File: src/rtl/mux_arb_pkg.sv
// Shared constants and state encoding for the 10-requester round-robin mux arbiter.
package mux_arb_pkg;

  localparam int N_REQ    = 10;
  localparam int IDX_W    = 4;
  localparam int HOLD_MAX = 15;
  localparam int CNT_W    = $clog2(HOLD_MAX);

  typedef enum logic {
    ST_IDLE  = 1'b0,
    ST_GRANT = 1'b1
  } state_e;

endpackage

File: src/rtl/rr_pick.sv
// Rotating-priority picker: returns the first set request bit at or after ptr,
// wrapping from N_REQ-1 back to 0. Purely combinational.
module rr_pick
  import mux_arb_pkg::*;
(
  input  logic [N_REQ-1:0] req,
  input  logic [IDX_W-1:0] ptr,
  output logic [IDX_W-1:0] winner,
  output logic             any_req
);

  logic [IDX_W-1:0] idx;
  logic             found;

  // NOTE: every variable driven here gets a default first, so no path leaves it unassigned and no latch is inferred.
  always_comb begin
    winner = '0;
    found  = 1'b0;
    idx    = ptr;
    for (int i = 0; i < N_REQ; i++) begin
      if (!found && req[idx]) begin
        winner = idx;
        found  = 1'b1;
      end
      idx = (idx == IDX_W'(N_REQ - 1)) ? '0 : idx + 1'b1;
    end
  end

  assign any_req = |req;

endmodule

File: src/rtl/mux10_rr_arbiter.sv
// Round-robin arbiter driving the select of a 10:1 bit mux, one idle bubble between grants.
// Optional grant timeout is enabled by defining MUX_ARB_TIMEOUT_EN.
module mux10_rr_arbiter
  import mux_arb_pkg::*;
(
  input  logic             clk,
  input  logic             rst,
  input  logic [N_REQ-1:0] req,
  input  logic             done,
  output logic [IDX_W-1:0] sel,
  output logic [N_REQ-1:0] grant,
  output logic             sel_valid,
  output logic             timeout
);

  state_e           state_q, state_d;
  logic [IDX_W-1:0] ptr_q, ptr_d;
  logic [IDX_W-1:0] sel_q, sel_d;
  logic [N_REQ-1:0] grant_q, grant_d;
  logic [IDX_W-1:0] winner;
  logic             any_req;
  logic             release_grant;

  rr_pick u_pick (
    .req     (req),
    .ptr     (ptr_q),
    .winner  (winner),
    .any_req (any_req)
  );

`ifdef MUX_ARB_TIMEOUT_EN
  logic [CNT_W-1:0] cnt_q, cnt_d;
  logic             timeout_q, timeout_d;
`endif

  always_comb begin
    state_d       = state_q;
    ptr_d         = ptr_q;
    sel_d         = sel_q;
    grant_d       = grant_q;
    release_grant = 1'b0;
`ifdef MUX_ARB_TIMEOUT_EN
    cnt_d         = cnt_q;
    timeout_d     = 1'b0;
`endif
    case (state_q)
      ST_IDLE: begin
        if (any_req) begin
          state_d = ST_GRANT;
          sel_d   = winner;
          grant_d = {{(N_REQ-1){1'b0}}, 1'b1} << winner;
`ifdef MUX_ARB_TIMEOUT_EN
          cnt_d   = '0;
`endif
        end
      end
      ST_GRANT: begin
        // done or owner withdrawal take precedence, so a coincident limit is not a timeout
        if (done || !req[sel_q]) begin
          release_grant = 1'b1;
`ifdef MUX_ARB_TIMEOUT_EN
        end else if (cnt_q == CNT_W'(HOLD_MAX - 1)) begin
          release_grant = 1'b1;
          timeout_d     = 1'b1;
        end else begin
          cnt_d = cnt_q + 1'b1;
`endif
        end
        if (release_grant) begin
          state_d = ST_IDLE;
          grant_d = '0;
          ptr_d   = (sel_q == IDX_W'(N_REQ - 1)) ? '0 : sel_q + 1'b1;
        end
      end
      default: state_d = ST_IDLE;
    endcase
  end

  // NOTE: sequential state uses non-blocking assignments so every register samples pre-edge values.
  always_ff @(posedge clk) begin
    if (rst) begin
      state_q <= ST_IDLE;
      ptr_q   <= '0;
      sel_q   <= '0;
      grant_q <= '0;
    end else begin
      state_q <= state_d;
      ptr_q   <= ptr_d;
      sel_q   <= sel_d;
      grant_q <= grant_d;
    end
  end

`ifdef MUX_ARB_TIMEOUT_EN
  always_ff @(posedge clk) begin
    if (rst) begin
      cnt_q     <= '0;
      timeout_q <= 1'b0;
    end else begin
      cnt_q     <= cnt_d;
      timeout_q <= timeout_d;
    end
  end
  assign timeout = timeout_q;
`else
  assign timeout = 1'b0;
`endif

  assign sel       = sel_q;
  assign grant     = grant_q;
  assign sel_valid = (state_q == ST_GRANT);

endmodule

File: config.mk
export PLATFORM = sky130hd
export DESIGN_NAME = mux10_rr_arbiter
export DESIGN_NICKNAME = d
export VERILOG_FILES = /design/src/rtl/mux_arb_pkg.sv /design/src/rtl/rr_pick.sv /design/src/rtl/mux10_rr_arbiter.sv
export SDC_FILE = /design/constraint.sdc
export NUM_CORES = 1
export LEC_CHECK = 0
export BUFFER_PORTS_ARGS = -buffer_cell sky130_fd_sc_hd__buf_2
export CAP_MARGIN = 10
export CORE_MARGIN = 4
export CORE_UTILIZATION = 50
export DETAILED_ROUTE_END_ITERATION = 12
export PLACE_DENSITY = 0.79
export SYNTH_ARGS = -nofsm -noshare
export SYNTH_HDL_FRONTEND = slang
export SYNTH_HIERARCHICAL = 1
export SYNTH_SLANG_ARGS = --single-unit
File: constraint.sdc
create_clock -name clk -period 16.79 [get_ports clk]
set_clock_uncertainty 0.05 [all_clocks]
set_input_delay 3.358 -clock clk [delete_from_list [all_inputs] [get_ports clk]]
set_output_delay 3.358 -clock clk [all_outputs]
set_load 0.05 [all_outputs]
### Yosys cells after proc, flatten, opt, wreduce, memory -nomap -nowiden

Cells that the tools add are included.

| word-level totals | value |
|---|---|
| register bits after elaboration | 19 |
| logic and storage cells | 122 |

| operators by class | value |
|---|---|
| add/sub/neg operators | 10 |
| magnitude comparators | 11 |
| eq/ne operators | 12 |
| shift operators | 1 |
| muxes and demuxes | 59 |
| bitwise gates (word level) | 1 |
| reductions and logical operators | 24 |

Operators with widths:

| cell | count |
|---|---|
| two-way mux 4 bit | 20 |
| < comparator 4 x 5 -> 1 bit (second input constant) | 11 |
| binary-select mux 1 bit (select 4 bit) | 11 |
| adder 4 x 1 -> 4 bit (second input constant) | 10 |
| == test 4 bit (second input constant) | 10 |
| two-way mux 1 bit | 24 |
| two-way mux 10 bit | 2 |
| case mux 10 bit (2 select lines) | 1 |
| logical NOT 1 bit | 10 |
| OR reduction 10 bit | 1 |
| left shift 1 x 4 -> 10 bit (first input constant) | 1 |
| logical AND 1 bit | 9 |
| AND reduction 2 bit | 3 |
| != test 2 x 1 -> 1 bit (second input constant) | 1 |
| != test 2 bit (second input constant) | 1 |
| case mux 1 bit (2 select lines) | 1 |
| logical OR 1 bit | 1 |
| NOT 1 bit | 1 |

### Logic depth before layout (Yosys ltp)

| depth | value |
|---|---|
| depth in word-level cells | 33 |
| depth in mapped cells | 29 |
| mapped depth without buffers | 26 |

### By module

The synthesis kept the hierarchy.

Modules (own cells, without submodules):

| module | instances | cells an instance | area an instance (µm²) | seq. area each (µm²) |
|---|---|---|---|---|
| rr_pick | 1 | 340 | 2416.1 | 0.0 |
| mux10_rr_arbiter | 1 | 113 | 1028.5 | 380.4 |

### Worst setup path before layout

Ideal clock, no wire load.

| timing | value |
|---|---|
| kind | in2reg |
| start | input port req[3] |
| end | register grant_q[4], in the netlist grant[4] |
| data arrival time | 6.664 ns |
| data required time | 16.683 ns |
| path slack | 10.019 ns |
| stages on the path | 13 |
| buffers on the path | 0 |
| path through | mux2i_1 mux4_2 a211oi_1 nor3_1 nand3_1 nor4_1 nand3_1 nor3b_4 a21boi_1 a311o_1 or4b_2 nor3_1 mux2_4 |

| between the ends | value |
|---|---|
| cells in the longest elaborated chain, start to end | 33 |

Ends and longest elaborated chain:

| what | RTL line | text |
|---|---|---|
| start, declared | mux10_rr_arbiter.sv:8 | `input logic [N_REQ-1:0] req,` |
| binary-select mux 1 bit (select 4 bit) | rr_pick.sv:21 | `if (!found && req[idx]) begin` |
| two-way mux 1 bit (not written as such) | rr_pick.sv:21 |  |
| two-way mux 1 bit | rr_pick.sv:21 |  |
| logical NOT 1 bit | rr_pick.sv:21 |  |
| logical AND 1 bit | rr_pick.sv:21 |  |
| two-way mux 1 bit | rr_pick.sv:21 |  |
| logical NOT 1 bit | rr_pick.sv:21 |  |
| logical AND 1 bit | rr_pick.sv:21 |  |
| [18 not listed] | n/a |  |
| two-way mux 1 bit | rr_pick.sv:21 |  |
| logical NOT 1 bit | rr_pick.sv:21 |  |
| logical AND 1 bit | rr_pick.sv:21 |  |
| two-way mux 4 bit * | rr_pick.sv:21 |  |
| via winner[2] | mux10_rr_arbiter.sv:20 | `logic [IDX_W-1:0] winner;` |
| left shift 1 x 4 -> 10 bit * | mux10_rr_arbiter.sv:51 | `grant_d = {{(N_REQ-1){1'b0}}, 1'b1} << winner;` |
| two-way mux 10 bit * | mux10_rr_arbiter.sv:48 | `if (any_req) begin` |
| case mux 10 bit (2 select lines) * | mux10_rr_arbiter.sv:46 | `case (state_q)` |
| end signal, assigned | mux10_rr_arbiter.sv:90 | `grant_q <= grant_d;` |
| end, declared | mux10_rr_arbiter.sv:19 | `logic [N_REQ-1:0] grant_q, grant_d;` |

The timed path passes the listed nets; every way through them passes the cells marked *. The select of a mux whose other input is x is not followed.
A chain may end at the register's enable or synchronous reset.

### Worst setup path after layout

| timing | value |
|---|---|
| start | register ptr_q[2] |
| end | register grant_q[4], in the netlist grant[4] |

| between the ends | value |
|---|---|
| cells in the longest elaborated chain, start to end | 33 |

Ends and longest elaborated chain:

| what | RTL line | text |
|---|---|---|
| start, declared | mux10_rr_arbiter.sv:17 | `logic [IDX_W-1:0] ptr_q, ptr_d;` |
| start signal, assigned | mux10_rr_arbiter.sv:88 | `ptr_q <= ptr_d;` |
| branches (longest 29 deep; another with adder 4 x 1 -> 4 bit) | n/a |  |
| two-way mux 4 bit * | rr_pick.sv:21 |  |
| via winner[1] | mux10_rr_arbiter.sv:20 |  |
| left shift 1 x 4 -> 10 bit * | mux10_rr_arbiter.sv:51 |  |
| two-way mux 10 bit * | mux10_rr_arbiter.sv:48 |  |
| case mux 10 bit (2 select lines) * | mux10_rr_arbiter.sv:46 |  |

Mark *: on every way through the listed nets, which the timed path passes. The select of a mux whose other input is x is not followed.

==> metrics.md <==
| Metric | Value |
|---|---|
| CP cell instances | nor2b_1, nor2_1, ha_1, nor2_1, ha_1, a41oi_1, ha_1, or4_4, mux2i_4, nor2_1, nor2_1, ha_1, mux2_2, or3b_1, a31o_1, a32o_2, nor3b_4, a2111oi_2, o31ai_1, or4b_2, nor3_1, mux2_4 |
| Aggregate routed wire length | 10300 um |
| Clock network latency to the later pin of the worst-skew pair | 0.26 ns |
| Remaining routing DRC violations | 0 |
| Count of endpoints failing hold in the final timing report | 0 |
| Final core utilization | 0.545 |
| Min-Delay Path Depth | 2 |
| Data required time at the worst endpoint | 16.95 ns |
| Number of levels in the clock H-tree | 1 |
| Endpoint kind of the worst setup timing path | flop |
| Worst Setup Start Kind | flop |
| TritonCTS clock tree | done |
| Count of different cell masters after synthesis | 90 |
| Avg Cell Area, Syn | 7.60 um^2 |
| Cell Area, Synth | 3440 um^2 |
| CTS sink count | 19 |
| Reg2Reg Depth | 22 |
| TritonCTS Buffers | 3 |
| Hold Crit Class | reg -> reg |
| Maximum cell stage delay along the critical path | 0.93 ns |
| Slowest-stage cell, CP | dfxtp_1 |
| Number of synthesized register bits | 19 |
| Final global-route overflow total | 0 |
| Net total in the final layout | 483 |
| Number of global-route vias before repair | 3367 |
| Share of layout cells above drive strength 1 | 0.179 |
| Gates resized, CTS repair | 0 |
| Final number of setup-violating endpoints | 0 |
| Transition time at the pin with the least slew margin | 0.950 ns |
| Tcrit/Tclk final | 0.499 |
| Gr busiest metal | met2 |
| Category of the most critical setup path | reg -> reg |
| Final RePlAce weighted congestion | 0.963 |
| Pin count of the biggest net entering global routing | 50 |
| Commonest non-fill, non-tap cells in the layout | nor2_1, mux2i_1, nand2_1, buf_2 |
| Terminating pin of the worst hold path | grant[0] |
| Yosys Warn Count | 6 |
| Post-DR vias/cell | 6.99 |
| Final min period | 8.38 ns |
| Fraction of synthesis flops using an asynchronous set or reset pin | 0 |
| HPWL after detailed placement | 7560 um |
| Fraction of met3 tracks used by global routing | 0.0347 |
| Count of buffers inserted at the top-level ports | 27 |
| Horizontal die dimension | 91 um |
| Bufs and invs on worst path | 0 |
| Floorplan Core Area | 6530 um^2 |
| Area grow syn2layout | 3.34% |
| Flop2flop setup slack | 8.41 ns |
| Wire length of the first global-routing pass | 16700 um |
| CP Max Fanout | 26 |
| Relative slew margins | 0.365 |
| Buffer cell driving the clock tree root | clkbuf_8 |
| Register clock-pin slew on the reported worst setup and hold paths | 0.08 ns |
| WL/cell | 19.4 um |
| Most instantiated flip-flop cell in the synthesis netlist | dfxtp_1 |
| Final setup TNS | 0 ns |
| Cell count after synthesis | 453 |
| Antenna diode count | 0 |
| Startpoint of the tightest hold check path | grant[0] |
| Setup repair after global routing missed its margin | false |
| Achievable clock frequency | 0.119 GHz |
| Sequential area share after synthesis | 0.110 |
| Met2 Usage GRT | 0.380 |
| Number of DRC markers after the initial detailed-route iteration | 374 |
| Initial antenna violation count | 0 |
| Total global-route track usage | 0.238 |
| Number of standard cells in the final layout excluding fillers | 534 |
| FF-to-FF End | grant[4] |
| Most common cell after layout, fill and taps aside | nor2_1 |
| Arrival @ worst endpoint | 8.54 ns |
| Total setup buffers inserted after CTS | 0 |
| Largest delay share family, worst path | simple AND/OR/NAND/NOR gates |
| Die Span Y | 91 um |
| Reg2Reg Launch Point | ptr_q[2] |
| Initial core utilization | 0.527 |
| Maximum clock insertion buffer count | 2 |
| Post-synthesis net count | 478 |
| Met1 usage in global routing | 0.336 |
| Number of enable flip-flop cells after synthesis | 0 |
| Full die area | 8280 um^2 |
| Routed Antenna Nets | 0 |
| Number of hold buffers added after CTS | 0 |
| Status | finished clean |
| Row cnt | 29 |
| Placed Cells | 530 |
| Number of I/O pins | 29 |
| Count of max-cap constraint violations | 0 |
| Total via count in the routed design | 3735 |
| Number of iterations in the first detailed-routing pass | 5 |
| Final max-slew violation count | 0 |
## stage by stage
step | setup WS (ns) | area [um^2] | hold WS [ns]
floorplan | 10.02 | 3440 | 0.428
global placement | 8.71 | 3510 | 0.410
detailed placement | 8.69 | 3510 | 0.418
CTS | 8.66 | 3560 | 0.431
global route | 8.07 | 3560 | 0.446
finish | 8.41 | 3560 | 0.426
## registers in the layout, summed over array words and instances (netlist names)
register / count
sel: 4
grant: 10
ptr_q: 4
sel_valid: 1
## layout make-up
| cell class | instances | area, um^2 |
|---|---|---|
| Tap cell | 77 | 96.3 |
| Clock buffer | 3 | 41.3 |
| Timing Repair Buffer | 29 | 150 |
| Clock inverter | 1 | 5.00 |
| Multi-Input combinational cell | 381 | 2790 |
| Fill cell | 600 | 2970 |
| Inverter | 24 | 92.6 |
| Sequential cell | 19 | 382 |
## layer usage
metal	routed length (um)	vias up
li1	-	1719
met1	4350	1721
met2	4690	270
met3	1110	25
met4	188	0
met5	0	-
## synth_stat cells, types with 9 or more instances
| cell | instances | share of area |
|---|---|---|
| nand3_1 | 23 | 0.033 |
| clkbuf_1 | 12 | 0.013 |
| o21ai_0 | 23 | 0.033 |
| inv_1 | 23 | 0.025 |
| nand2b_1 | 12 | 0.022 |
| nand2_1 | 27 | 0.029 |
| nor3_1 | 14 | 0.020 |
| nor2_1 | 47 | 0.051 |
| dfxtp_1 | 19 | 0.11 |
| nand4_1 | 9 | 0.016 |
| ha_1 | 12 | 0.044 |
| nor2b_1 | 9 | 0.016 |
| mux2i_1 | 28 | 0.081 |
| a21oi_1 | 18 | 0.026 |
## tightest hold or removal path, stage by stage, from the launching register on
cell and delay, ns:
dfxtp_1 0.31, nand2b_1 0.06, mux2i_1 0.06
## kinds of logic (layout without fill, tap and decap cells)
family,Yosys count,count (layout),share of synthesized area
muxes,43,43,0.145
AOI/OAI and AO/OA,118,118,0.265
and+or+nand+nor,199,199,0.331
adders and majority gates,12,12,0.0436
other,1,1,0.00109
DFF,19,19,0.110
xor gates and xnor gates,8,8,0.0258
buffers and inverters,53,57,0.0788
## how the worst max path moves through the flow
stage,from,endpoint,cells after the start
floorplan,req[3],grant[4],13
global placement,ptr_q[2],grant[4],22
detailed placement,ptr_q[2],grant[4],22
CTS,ptr_q[2],grant[4],22
global route,ptr_q[2],grant[4],22
finish,ptr_q[2],grant[4],22
Power is left out: the tool's default activity adds up to more than one toggle a clock period on the data nets, which glitch-free logic cannot reach.
